<file path="src/rtl/decode_stage_q.sv">
// -----------------------------------------------------------------------------
// decode_stage_q
//   Buffered, handshaked RV32I decode stage sitting between fetch and execute.
//   Fetch pushes {pc, inst} into a DEPTH-entry FIFO. The FIFO head is decoded
//   combinationally, and the decoded bundle is captured in an output register
//   that uses valid/ready backpressure. Flush discards everything in flight.
//
// Parameters
//   DEPTH : FIFO entries (power of two, >= 2)
//   XLEN  : pc width in bits
//
// Optional feature
//   DECODE_RV32M_EN : when defined, OP with funct7 = 0000001 (RV32M) is legal
//                     and the ports out_is_muldiv / out_muldiv_op exist.
//
// Ports
//   clk, rst_n            : clock, asynchronous active-low reset
//   flush                 : drop the FIFO contents and the output bundle
//   in_valid/in_ready     : fetch handshake (in_ready = FIFO not full)
//   in_inst, in_pc        : instruction word and its address
//   out_valid/out_ready   : execute handshake
//   out_pc, out_rs1/2/rd  : pc and raw register fields
//   out_imm               : sign-extended immediate (0 for R-type)
//   out_alu_op, out_ls_op : ALU operation / load-store width (funct3)
//   out_is_sub/sra        : R-type funct7[5] qualifiers (sra also for SRAI)
//   out_is_*              : instruction class flags
//   out_in1_pc/in2_imm    : ALU operand selects
//   out_wb                : instruction writes rd
//   out_illegal           : instruction is not a legal encoding
// -----------------------------------------------------------------------------
module decode_stage_q #(
    parameter int DEPTH = 4,
    parameter int XLEN  = 32
) (
    input  logic            clk,
    input  logic            rst_n,
    input  logic            flush,
    input  logic            in_valid,
    output logic            in_ready,
    input  logic [31:0]     in_inst,
    input  logic [XLEN-1:0] in_pc,
    output logic            out_valid,
    input  logic            out_ready,
    output logic [XLEN-1:0] out_pc,
    output logic [4:0]      out_rs1,
    output logic [4:0]      out_rs2,
    output logic [4:0]      out_rd,
    output logic [31:0]     out_imm,
    output logic [2:0]      out_alu_op,
    output logic [2:0]      out_ls_op,
    output logic            out_is_sub,
    output logic            out_is_sra,
    output logic            out_is_load,
    output logic            out_is_store,
    output logic            out_is_branch,
    output logic            out_is_jal,
    output logic            out_is_jalr,
    output logic            out_is_system,
    output logic            out_in1_pc,
    output logic            out_in2_imm,
    output logic            out_wb,
`ifdef DECODE_RV32M_EN
    output logic            out_is_muldiv,
    output logic [2:0]      out_muldiv_op,
`endif
    output logic            out_illegal
);

    localparam int PTR_W = $clog2(DEPTH);
    localparam int CNT_W = PTR_W + 1;

    localparam logic [6:0] OPC_LUI      = 7'b0110111;
    localparam logic [6:0] OPC_AUIPC    = 7'b0010111;
    localparam logic [6:0] OPC_JAL      = 7'b1101111;
    localparam logic [6:0] OPC_JALR     = 7'b1100111;
    localparam logic [6:0] OPC_BRANCH   = 7'b1100011;
    localparam logic [6:0] OPC_LOAD     = 7'b0000011;
    localparam logic [6:0] OPC_STORE    = 7'b0100011;
    localparam logic [6:0] OPC_OP_IMM   = 7'b0010011;
    localparam logic [6:0] OPC_OP       = 7'b0110011;
    localparam logic [6:0] OPC_MISC_MEM = 7'b0001111;
    localparam logic [6:0] OPC_SYSTEM   = 7'b1110011;

    typedef struct packed {
        logic [4:0]  rs1;
        logic [4:0]  rs2;
        logic [4:0]  rd;
        logic [31:0] imm;
        logic [2:0]  alu_op;
        logic [2:0]  ls_op;
        logic        is_sub;
        logic        is_sra;
        logic        is_load;
        logic        is_store;
        logic        is_branch;
        logic        is_jal;
        logic        is_jalr;
        logic        is_system;
        logic        in1_pc;
        logic        in2_imm;
        logic        wb;
`ifdef DECODE_RV32M_EN
        logic        is_muldiv;
        logic [2:0]  muldiv_op;
`endif
        logic        illegal;
    } dec_t;

    // ---------------- stage p0: instruction FIFO + combinational decode ----
    logic [31:0]     q_inst [DEPTH];
    logic [XLEN-1:0] q_pc   [DEPTH];
    logic [PTR_W-1:0] wr_ptr, rd_ptr;
    logic [CNT_W-1:0] count;
    logic             empty, full, push, load;

    logic [31:0]     inst_p0;
    logic [XLEN-1:0] pc_p0;
    dec_t            dec_p0;
    logic            legal_p0;
    logic [6:0]      opc_p0, f7_p0;
    logic [2:0]      f3_p0;

    dec_t            bundle_p1;
    logic [XLEN-1:0] pc_p1;
    logic            vld_p1;

    assign empty    = (count == '0);
    assign full     = (count == CNT_W'(DEPTH));
    assign in_ready = !full;
    // full blocks a push even if the head leaves this cycle
    assign push     = in_valid && !full && !flush;
    assign load     = !empty && (!vld_p1 || out_ready);

    always_ff @(posedge clk) begin
        if (push) begin
            q_inst[wr_ptr] <= in_inst;
            q_pc[wr_ptr]   <= in_pc;
        end
    end

    always_ff @(posedge clk or negedge rst_n) begin
        if (!rst_n) begin
            wr_ptr <= '0;
            rd_ptr <= '0;
            count  <= '0;
        end else if (flush) begin
            wr_ptr <= '0;
            rd_ptr <= '0;
            count  <= '0;
        end else begin
            if (push) wr_ptr <= wr_ptr + PTR_W'(1);
            if (load) rd_ptr <= rd_ptr + PTR_W'(1);
            case ({push, load})
                2'b10:   count <= count + CNT_W'(1);
                2'b01:   count <= count - CNT_W'(1);
                default: count <= count;
            endcase
        end
    end

    assign inst_p0 = q_inst[rd_ptr];
    assign pc_p0   = q_pc[rd_ptr];
    assign opc_p0  = inst_p0[6:0];
    assign f3_p0   = inst_p0[14:12];
    assign f7_p0   = inst_p0[31:25];

    always_comb begin
        dec_p0        = '0;
        legal_p0      = 1'b0;
        dec_p0.rs1    = inst_p0[19:15];
        dec_p0.rs2    = inst_p0[24:20];
        dec_p0.rd     = inst_p0[11:7];
        dec_p0.alu_op = f3_p0;
        dec_p0.ls_op  = f3_p0;
`ifdef DECODE_RV32M_EN
        dec_p0.muldiv_op = f3_p0;
`endif
        case (opc_p0)
            OPC_LUI: begin
                dec_p0.imm     = {inst_p0[31:12], 12'b0};
                dec_p0.in2_imm = 1'b1;
                dec_p0.wb      = 1'b1;
                dec_p0.alu_op  = 3'b000;
                legal_p0       = 1'b1;
            end
            OPC_AUIPC: begin
                dec_p0.imm     = {inst_p0[31:12], 12'b0};
                dec_p0.in1_pc  = 1'b1;
                dec_p0.in2_imm = 1'b1;
                dec_p0.wb      = 1'b1;
                dec_p0.alu_op  = 3'b000;
                legal_p0       = 1'b1;
            end
            OPC_JAL: begin
                dec_p0.imm     = {{11{inst_p0[31]}}, inst_p0[31], inst_p0[19:12],
                                  inst_p0[20], inst_p0[30:21], 1'b0};
                dec_p0.in1_pc  = 1'b1;
                dec_p0.in2_imm = 1'b1;
                dec_p0.is_jal  = 1'b1;
                dec_p0.wb      = 1'b1;
                dec_p0.alu_op  = 3'b000;
                legal_p0       = 1'b1;
            end
            OPC_JALR: begin
                dec_p0.imm     = {{20{inst_p0[31]}}, inst_p0[31:20]};
                dec_p0.in2_imm = 1'b1;
                dec_p0.is_jalr = 1'b1;
                dec_p0.wb      = 1'b1;
                dec_p0.alu_op  = 3'b000;
                legal_p0       = (f3_p0 == 3'b000);
            end
            OPC_BRANCH: begin
                dec_p0.imm       = {{19{inst_p0[31]}}, inst_p0[31], inst_p0[7],
                                    inst_p0[30:25], inst_p0[11:8], 1'b0};
                dec_p0.in1_pc    = 1'b1;
                dec_p0.in2_imm   = 1'b1;
                dec_p0.is_branch = 1'b1;
                dec_p0.alu_op    = 3'b000;
                // 010 and 011 are the two unused branch conditions
                legal_p0         = (f3_p0[2:1] != 2'b01);
            end
            OPC_LOAD: begin
                dec_p0.imm     = {{20{inst_p0[31]}}, inst_p0[31:20]};
                dec_p0.in2_imm = 1'b1;
                dec_p0.is_load = 1'b1;
                dec_p0.wb      = 1'b1;
                dec_p0.alu_op  = 3'b000;
                legal_p0       = (f3_p0 != 3'b011) && (f3_p0[2:1] != 2'b11);
            end
            OPC_STORE: begin
                dec_p0.imm      = {{20{inst_p0[31]}}, inst_p0[31:25], inst_p0[11:7]};
                dec_p0.in2_imm  = 1'b1;
                dec_p0.is_store = 1'b1;
                dec_p0.alu_op   = 3'b000;
                legal_p0        = (f3_p0 <= 3'b010);
            end
            OPC_OP_IMM: begin
                dec_p0.imm     = {{20{inst_p0[31]}}, inst_p0[31:20]};
                dec_p0.in2_imm = 1'b1;
                dec_p0.wb      = 1'b1;
                dec_p0.is_sra  = (f3_p0 == 3'b101) && inst_p0[30];
                // shift-immediates reuse imm[11:5] as funct7
                if (f3_p0 == 3'b001)
                    legal_p0 = (f7_p0 == 7'b0000000);
                else if (f3_p0 == 3'b101)
                    legal_p0 = (f7_p0 == 7'b0000000) || (f7_p0 == 7'b0100000);
                else
                    legal_p0 = 1'b1;
            end
            OPC_OP: begin
                dec_p0.wb     = 1'b1;
                dec_p0.is_sub = (f3_p0 == 3'b000) && inst_p0[30];
                dec_p0.is_sra = (f3_p0 == 3'b101) && inst_p0[30];
                legal_p0      = (f7_p0 == 7'b0000000) ||
                                ((f7_p0 == 7'b0100000) &&
                                 ((f3_p0 == 3'b000) || (f3_p0 == 3'b101)));
`ifdef DECODE_RV32M_EN
                if (f7_p0 == 7'b0000001) begin
                    dec_p0.is_muldiv = 1'b1;
                    legal_p0         = 1'b1;
                end
`endif
            end
            OPC_MISC_MEM: begin
                dec_p0.imm = {{20{inst_p0[31]}}, inst_p0[31:20]};
                legal_p0   = 1'b1;
            end
            OPC_SYSTEM: begin
                dec_p0.imm       = {{20{inst_p0[31]}}, inst_p0[31:20]};
                dec_p0.is_system = 1'b1;
                legal_p0         = 1'b1;
            end
            default: legal_p0 = 1'b0;
        endcase

        if (inst_p0[1:0] != 2'b11) legal_p0 = 1'b0;

        // an illegal instruction must not cause side effects downstream;
        // pc and register fields are kept for the trap handler
        if (!legal_p0) begin
            dec_p0.wb        = 1'b0;
            dec_p0.is_load   = 1'b0;
            dec_p0.is_store  = 1'b0;
            dec_p0.is_branch = 1'b0;
            dec_p0.is_jal    = 1'b0;
            dec_p0.is_jalr   = 1'b0;
        end
        dec_p0.illegal = !legal_p0;
    end

    // ---------------- stage p1: output pipeline register -------------------
    always_ff @(posedge clk or negedge rst_n) begin
        if (!rst_n) begin
            vld_p1    <= 1'b0;
            pc_p1     <= '0;
            bundle_p1 <= '0;
        end else if (flush) begin
            vld_p1 <= 1'b0;
        end else if (load) begin
            vld_p1    <= 1'b1;
            pc_p1     <= pc_p0;
            bundle_p1 <= dec_p0;
        end else if (out_ready) begin
            vld_p1 <= 1'b0;
        end
    end

    assign out_valid     = vld_p1;
    assign out_pc        = pc_p1;
    assign out_rs1       = bundle_p1.rs1;
    assign out_rs2       = bundle_p1.rs2;
    assign out_rd        = bundle_p1.rd;
    assign out_imm       = bundle_p1.imm;
    assign out_alu_op    = bundle_p1.alu_op;
    assign out_ls_op     = bundle_p1.ls_op;
    assign out_is_sub    = bundle_p1.is_sub;
    assign out_is_sra    = bundle_p1.is_sra;
    assign out_is_load   = bundle_p1.is_load;
    assign out_is_store  = bundle_p1.is_store;
    assign out_is_branch = bundle_p1.is_branch;
    assign out_is_jal    = bundle_p1.is_jal;
    assign out_is_jalr   = bundle_p1.is_jalr;
    assign out_is_system = bundle_p1.is_system;
    assign out_in1_pc    = bundle_p1.in1_pc;
    assign out_in2_imm   = bundle_p1.in2_imm;
    assign out_wb        = bundle_p1.wb;
`ifdef DECODE_RV32M_EN
    assign out_is_muldiv = bundle_p1.is_muldiv;
    assign out_muldiv_op = bundle_p1.muldiv_op;
`endif
    assign out_illegal   = bundle_p1.illegal;

endmodule

</file>
<file path="config.mk">
export PLATFORM = sky130hd
export DESIGN_NAME = decode_stage_q
export DESIGN_NICKNAME = d
export VERILOG_FILES = /design/src/rtl/decode_stage_q.sv
export SDC_FILE = /design/constraint.sdc
export NUM_CORES = 1
export LEC_CHECK = 0
export CORE_MARGIN = 5
export CORE_UTILIZATION = 55
export CTS_CLUSTER_DIAMETER = 100
export DETAILED_ROUTE_END_ITERATION = 10
export PLACE_DENSITY_LB_ADDON = 0.1
export SYNTH_ARGS = -nofsm -noshare
export SYNTH_HDL_FRONTEND = slang
export SYNTH_SLANG_ARGS = --single-unit
</file>
<file path="constraint.sdc">
create_clock -name clk -period 3.8 [get_ports clk]
set_clock_uncertainty 0.2 [all_clocks]
set_input_delay 0.57 -clock clk [delete_from_list [all_inputs] [get_ports clk]]
set_output_delay 0.57 -clock clk [all_outputs]
set_load 0.01 [all_outputs]
</file>
After elaboration in Yosys (flattened, before gate mapping)
Memories as Yosys holds them, arrays and structs flattened. A register that Yosys moved wholly into a read port is not among the register bits.
Index checks and enable logic that the tools add are counted.
- memories kept: 2
- bits in read-only memories: 0
- input bits: 69
- memory bits (writable): 256
- flip-flop bits (word level): 73
- bits in latches: 0
- output and inout port bits: 99
- memory list (name ; words ; bits a word ; rd ports ; clocked after Yosys merged registers in ; wr ports ; RTL line ; RTL):
    q_inst ; 4 ; 32 ; 1 ; 0 ; 1 ; 110 ; logic [31:0] q_inst [DEPTH];
    q_pc ; 4 ; 32 ; 1 ; 1 ; 1 ; 111 ; logic [XLEN-1:0] q_pc [DEPTH];
- bitwise gates (word level): 1
- multiply operators: 0
- $lt $le $gt $ge: 1
- equality and inequality tests: 21
- add/subtract/negate cells: 4
- div/mod/pow operators: 0
- reduce and logical (&&, ||, !) cells: 33
- shift-type cells: 0
- muxes and demuxes: 30
- operator list (operator ; number):
    case mux 32 bit (5 select lines) ; 1
    == test 7 x 6 -> 1 bit, second input constant ; 4
    == test 7 bit, second input constant ; 4
    2-to-1 mux 1 bit ; 20
    == test 7 x 5 -> 1 bit, second input constant ; 2
    OR reduction 7 bit ; 2
    OR reduction 5 bit ; 2
    2-to-1 mux 2 bit ; 4
    OR reduction 8 bit ; 1
    == test 7 x 2 -> 1 bit, second input constant ; 1
    == test 7 x 4 -> 1 bit, second input constant ; 1
    logical AND 1 bit ; 7
    zero test 7 bit ; 1
    case mux 1 bit (7 select lines) ; 1
    == test 3 bit, second input constant ; 2
    zero test 1 bit ; 6
    zero test 3 bit ; 2
    2-to-1 mux 3 bit ; 2
    case mux 3 bit (2 select lines) ; 1
    nonzero test 3 bit ; 2
    2-to-1 mux 5 bit ; 1
    adder 2 x 1 -> 2 bit, second input constant ; 2
    logical OR 1 bit ; 4
    != test 2 bit, second input constant ; 2
    13 further kinds ; 15

Longest topological paths before layout
An unclocked memory read counts as a cell.
- depth in word-level cells: 8
- gate-level depth with buffers: 9
- gate-level depth less buffers: 9

Worst setup path before layout
OpenSTA, ideal clock, no wires.
- kind: reg2reg
- start: reg count[2]
- end: mem q_inst[0][0], enable pin
- period minus slack after synthesis: 3130 ps
- path buffers: 0
- library setup time: 429 ps
- setup slack: 670 ps
- cell stages (with the launch flop): 5
- data arrival time: 2501 ps
- path through: dfrtp_1 > or3b_2 > nand2_1 > nor2_1 > and2_1
- longest elaborated chain between the ends: 6
- RTL lines (element ; RTL line ; RTL):
    start: declaration ; 113 ; logic [CNT_W-1:0] count;
    start signal: assignment ; 154 ; 2'b10: count <= count + CNT_W'(1);
    start signal: assignment ; 155 ; 2'b01: count <= count - CNT_W'(1);
    start signal: assignment ; 156 ; default: count <= count;
    == test 3 bit ; 128 ; assign full = (count == CNT_W'(DEPTH));
    zero test 1 bit ; - ;
    named net in_ready ; 39 ; output logic in_ready,
    logical AND 1 bit (2 in series) ; 131 ; assign push = in_valid && !full && !flush;
    2-to-1 mux 1 bit ; 135 ; if (push) begin
    2-to-1 mux 1 bit (implied by the code) ; 136 ; q_inst[wr_ptr] <= in_inst;
    end: declaration ; 110 ;
The timed path passes the listed nets, and every way through them passes these cells.

Worst setup path after layout
- start: reg rd_ptr[0]
- end: reg bundle_p1 (netlist bit out_imm[22])
- longest elaborated chain between the ends: 4
- RTL lines (element ; RTL line ; RTL):
    start: declaration ; 112 ; logic [PTR_W-1:0] wr_ptr, rd_ptr;
    start signal: assignment ; 152 ; if (load) rd_ptr <= rd_ptr + PTR_W'(1);
    memory (4 x 32 bit) (*) ; - ;
    == test 7 x 2 -> 1 bit (tied with other cells) ; 178 ; case (opc_p0)
    OR reduction 5 bit (no line) / OR reduction 2 bit (equally long branches) ; - ;
    case mux 32 bit (5 select lines) (*) ; 178 ;
    end signal: assignment ; 302 ; bundle_p1 <= dec_p0;
    end: declaration ; 123 ; dec_t bundle_p1;
Every way passes the cells marked *; elsewhere a longest branch is shown, timed or not.
A chain may end at the register's enable or synchronous reset.

==> results.cfg <==
[layout]
finish.net_count = 1114
signed_area_change_from_the_synthesized_netlist_to_the_final_layout_pct = 24.0
fillCellCount = 1733
antenna_cells_inserted = 0
fraction_of_layout_instances_using_a_drive_strength_above_1 = 0.153
final_cells = 1398
multiInputGateArea_um2 = 3410
area_of_all_sequential_standard_cells_um2 = 10300

[worst_setup_path]
critPathCaptureType = flip-flop
worstSetupPathType = reg2reg
cp-start-kind = flip-flop
timing.rr.start = rd_ptr[0]$_DFFE_PN0P_
reg2reg_to = out_imm[22]$_DFFE_PN0P_
reg2reg_setup_slack_ps = 800
data_required_time_of_the_worst_path_ps = 4030
rr_worst_depth = 6
cp.arrival_ps = 3230
worst-path-max-fanout = 13

[global_routing]
first_global_vias = 8153
grt_total_ovfl = 0
antenna_found_initial = 2
groute.usage.overall = 0.212
grt_first_pass_wirelength_mm = 47.1
maximum_number_of_pins_on_one_net_before_global_route_repair = 86

[drt]
dr_vias_cell = 5.62
drt-wirelength-per-cell_um = 21.3
num_vias = 7853
antenna_violating_nets_post_route = 0
drt_iter0_markers = 689
drt-pass1-iter-count = 5
top_layer = met5
met2_length_mm = 14.7
drc = 0
route.layer.met1.wl_mm = 12.2
wl_met3_mm = 2.12
finalWirelength_mm = 29.8

[die]
die_x_um = 169
die_outline_area_um2 = 28600
design.portCount = 168
rows = 58
floorplan.initialDensity = 0.555
coreArea_um2 = 25100
floorplan.die.height_um = 169

[synthesis]
mappedNetlistNets = 930
asyncSetResetFlopFracSynth = 0.291
syn-mean-instance-area_um2 = 16.3
most_used_flip_flop_cell_after_synthesis = sky130_fd_sc_hd__edfxtp_1
synth_warnings = 0
synth.lib_cells_used.distinct = 57
synth_cells = 856
synth_edf_count = 256
synth.cell_area_um2 = 13900
synth_seq_cells = 361
ys_seq_area_frac = 0.740

[pwr]
cellLeakagePower_uw = 0.00628
cellPowerDensity_nw_per_um2 = 716
peakVddDrop_v = 0.000477

[placed_design]
place.port_buffers = 167
dp.final_hpwl_mm = 19.0
place_congestion = 0.817
placed_cells = 1330

[timing]
max_freq_mhz = 333
worst_slew_margin_rel = 0.411
maxSlewViolCount = 0
fin_crit_sh = 0.790
grt_setup_unrepaired = no
timing.final.hold_violations = 0
setup-violations-final = 0
setup_tns_ps = 0
post_layout_minimum_cycle_time_ps = 3000
tightestPinTransition_ps = 884

[clock_network]
post_cts_buffers = 0
cts_hold_buf = 1
cts_tree = done
max-clock-path-buffers = 3
clk_transition_reported_paths_ps = 60
clock_buffers_created_by_tritoncts = 37
clock-sinks = 361
post_cts_resize_count = 0
cts.root.buffer_cell = sky130_fd_sc_hd__clkbuf_16
htree_levels = 2
clk-insertion-delay-late_ps = 520

[min_path]
cell_depth_of_the_worst_min_delay_path = 2
min_to = out_rs2[1]$_DFFE_PN0P_
timing.hold.worst.start = out_rs2[1]$_DFFE_PN0P_
holdCritPathClass = reg2reg

[status]
outcome = completed

[job]
drv.max_cap_violation_count = 0
==> sequential cells by signal, summed over array words and instances (netlist names), 2 cells and up <==
signal	count
q_inst	128
wr_ptr	2
out_rs2	5
out_imm	32
out_rd	5
rd_ptr	2
count	3
out_pc	32
out_alu_op	3
q_pc	128
out_rs1	5
out_ls_op	3
==> worst max path at each step <==
stage	start	to	slack [ps]	depth (start not counted)
detailed placement	rd_ptr[0]$_DFFE_PN0P_	out_illegal$_DFFE_PN0P_	820	6
floorplan	count[2]$_DFFE_PN0P_	q_inst[0][0]$_DFFE_PP_	670	4
finish	rd_ptr[0]$_DFFE_PN0P_	out_imm[22]$_DFFE_PN0P_	800	6
CTS	rd_ptr[0]$_DFFE_PN0P_	out_illegal$_DFFE_PN0P_	790	6
global placement	rd_ptr[0]$_DFFE_PN0P_	out_illegal$_DFFE_PN0P_	900	7
global route	rd_ptr[0]$_DFFE_PN0P_	out_illegal$_DFFE_PN0P_	620	6
==> cell usage in the layout (no fill, tap or decap), types with 5 or more instances in the layout <==
master	count
sky130_fd_sc_hd__buf_4	15
sky130_fd_sc_hd__inv_1	6
sky130_fd_sc_hd__and2_1	5
sky130_fd_sc_hd__a22o_1	9
sky130_fd_sc_hd__clkdlybuf4s50_1	166
sky130_fd_sc_hd__edfxtp_1	256
sky130_fd_sc_hd__xor2_1	5
sky130_fd_sc_hd__o21ai_0	5
sky130_fd_sc_hd__nand3_1	6
sky130_fd_sc_hd__a21oi_1	35
sky130_fd_sc_hd__o211ai_1	5
sky130_fd_sc_hd__clkbuf_16	37
sky130_fd_sc_hd__nor2_1	38
sky130_fd_sc_hd__o21ai_1	10
sky130_fd_sc_hd__buf_12	9
sky130_fd_sc_hd__clkinv_2	7
sky130_fd_sc_hd__mux4_2	64
sky130_fd_sc_hd__dfrtp_1	103
sky130_fd_sc_hd__nand2_1	186
sky130_fd_sc_hd__clkbuf_1	9
==> worst max-delay path: stages (launching register included) <==
cell and delay, ps:
sky130_fd_sc_hd__dfrtp_4 540, sky130_fd_sc_hd__mux4_2 680, sky130_fd_sc_hd__or2_1 370, sky130_fd_sc_hd__a21o_1 200, sky130_fd_sc_hd__a221oi_2 340, sky130_fd_sc_hd__a21oi_1 340
sky130_fd_sc_hd__a21oi_1 230
==> layout make-up <==
cell class / count / area share
multi-input cells: 442 / 0.197
well taps: 330 / 0.0239
repair buffers: 191 / 0.114
clock inverters: 16 / 0.00846
inverters: 7 / 0.00152
clock buffers: 51 / 0.0587
flip-flops and latches: 361 / 0.597
==> logic make-up after synthesis <==
logic type / Yosys count / share of synthesized area
mux: 67 / 0.105
xor+xnor: 8 / 0.00502
compound gates: 90 / 0.0430
fa+ha+maj: 5 / 0.00502
simple gates: 272 / 0.0839
buf+inv: 53 / 0.0180
flops: 361 / 0.740
==> per-layer routing <==
metal	vias up	track usage
met5	-	0
met4	4	0.0655
met3	55	0.0450
met2	279	0.351
met1	3938	0.288
li1	3577	-
==> synthesized netlist by cell type, drive strengths merged (6+ instances only) <==
master  count  area share
a22o        9      0.0057
clkbuf     23      0.0062
dfrtp     105        0.19
o21ai      15      0.0054
and2        9      0.0040
a21oi      37       0.014
nand2     186       0.050
inv         7      0.0019
nor2       38       0.010
buf        23       0.010
nand3       6      0.0022
mux4       64        0.10
edfxtp    256        0.55
==> report_power, final <==
| part | switching, uW | internal [uW] | total [uW] |
|---|---|---|---|
| Sequential | 416 | 4880 | 5290 |
| Combinational | 1830 | 1780 | 3610 |
| Clock | 1450 | 2020 | 3470 |
==> per-stage QoR <==
| stage | instance area [um^2] | util | setup slack, ps | total power [uW] | hold WS [ps] |
|---|---|---|---|---|---|
| after floorplan | 13900 | - | 670 | 7330 | 74.4 |
| after global placement | 16100 | 0.642 | 902 | 8930 | 257 |
| after detailed placement | 16100 | 0.642 | 823 | 8990 | 262 |
| after CTS | 17300 | 0.689 | 792 | 12500 | 278 |
| after global routing | 17300 | 0.689 | 623 | 13000 | 303 |
| final | 17300 | 0.689 | 798 | 12400 | 273 |
Note: power is estimated with default switching activity, not from simulation.
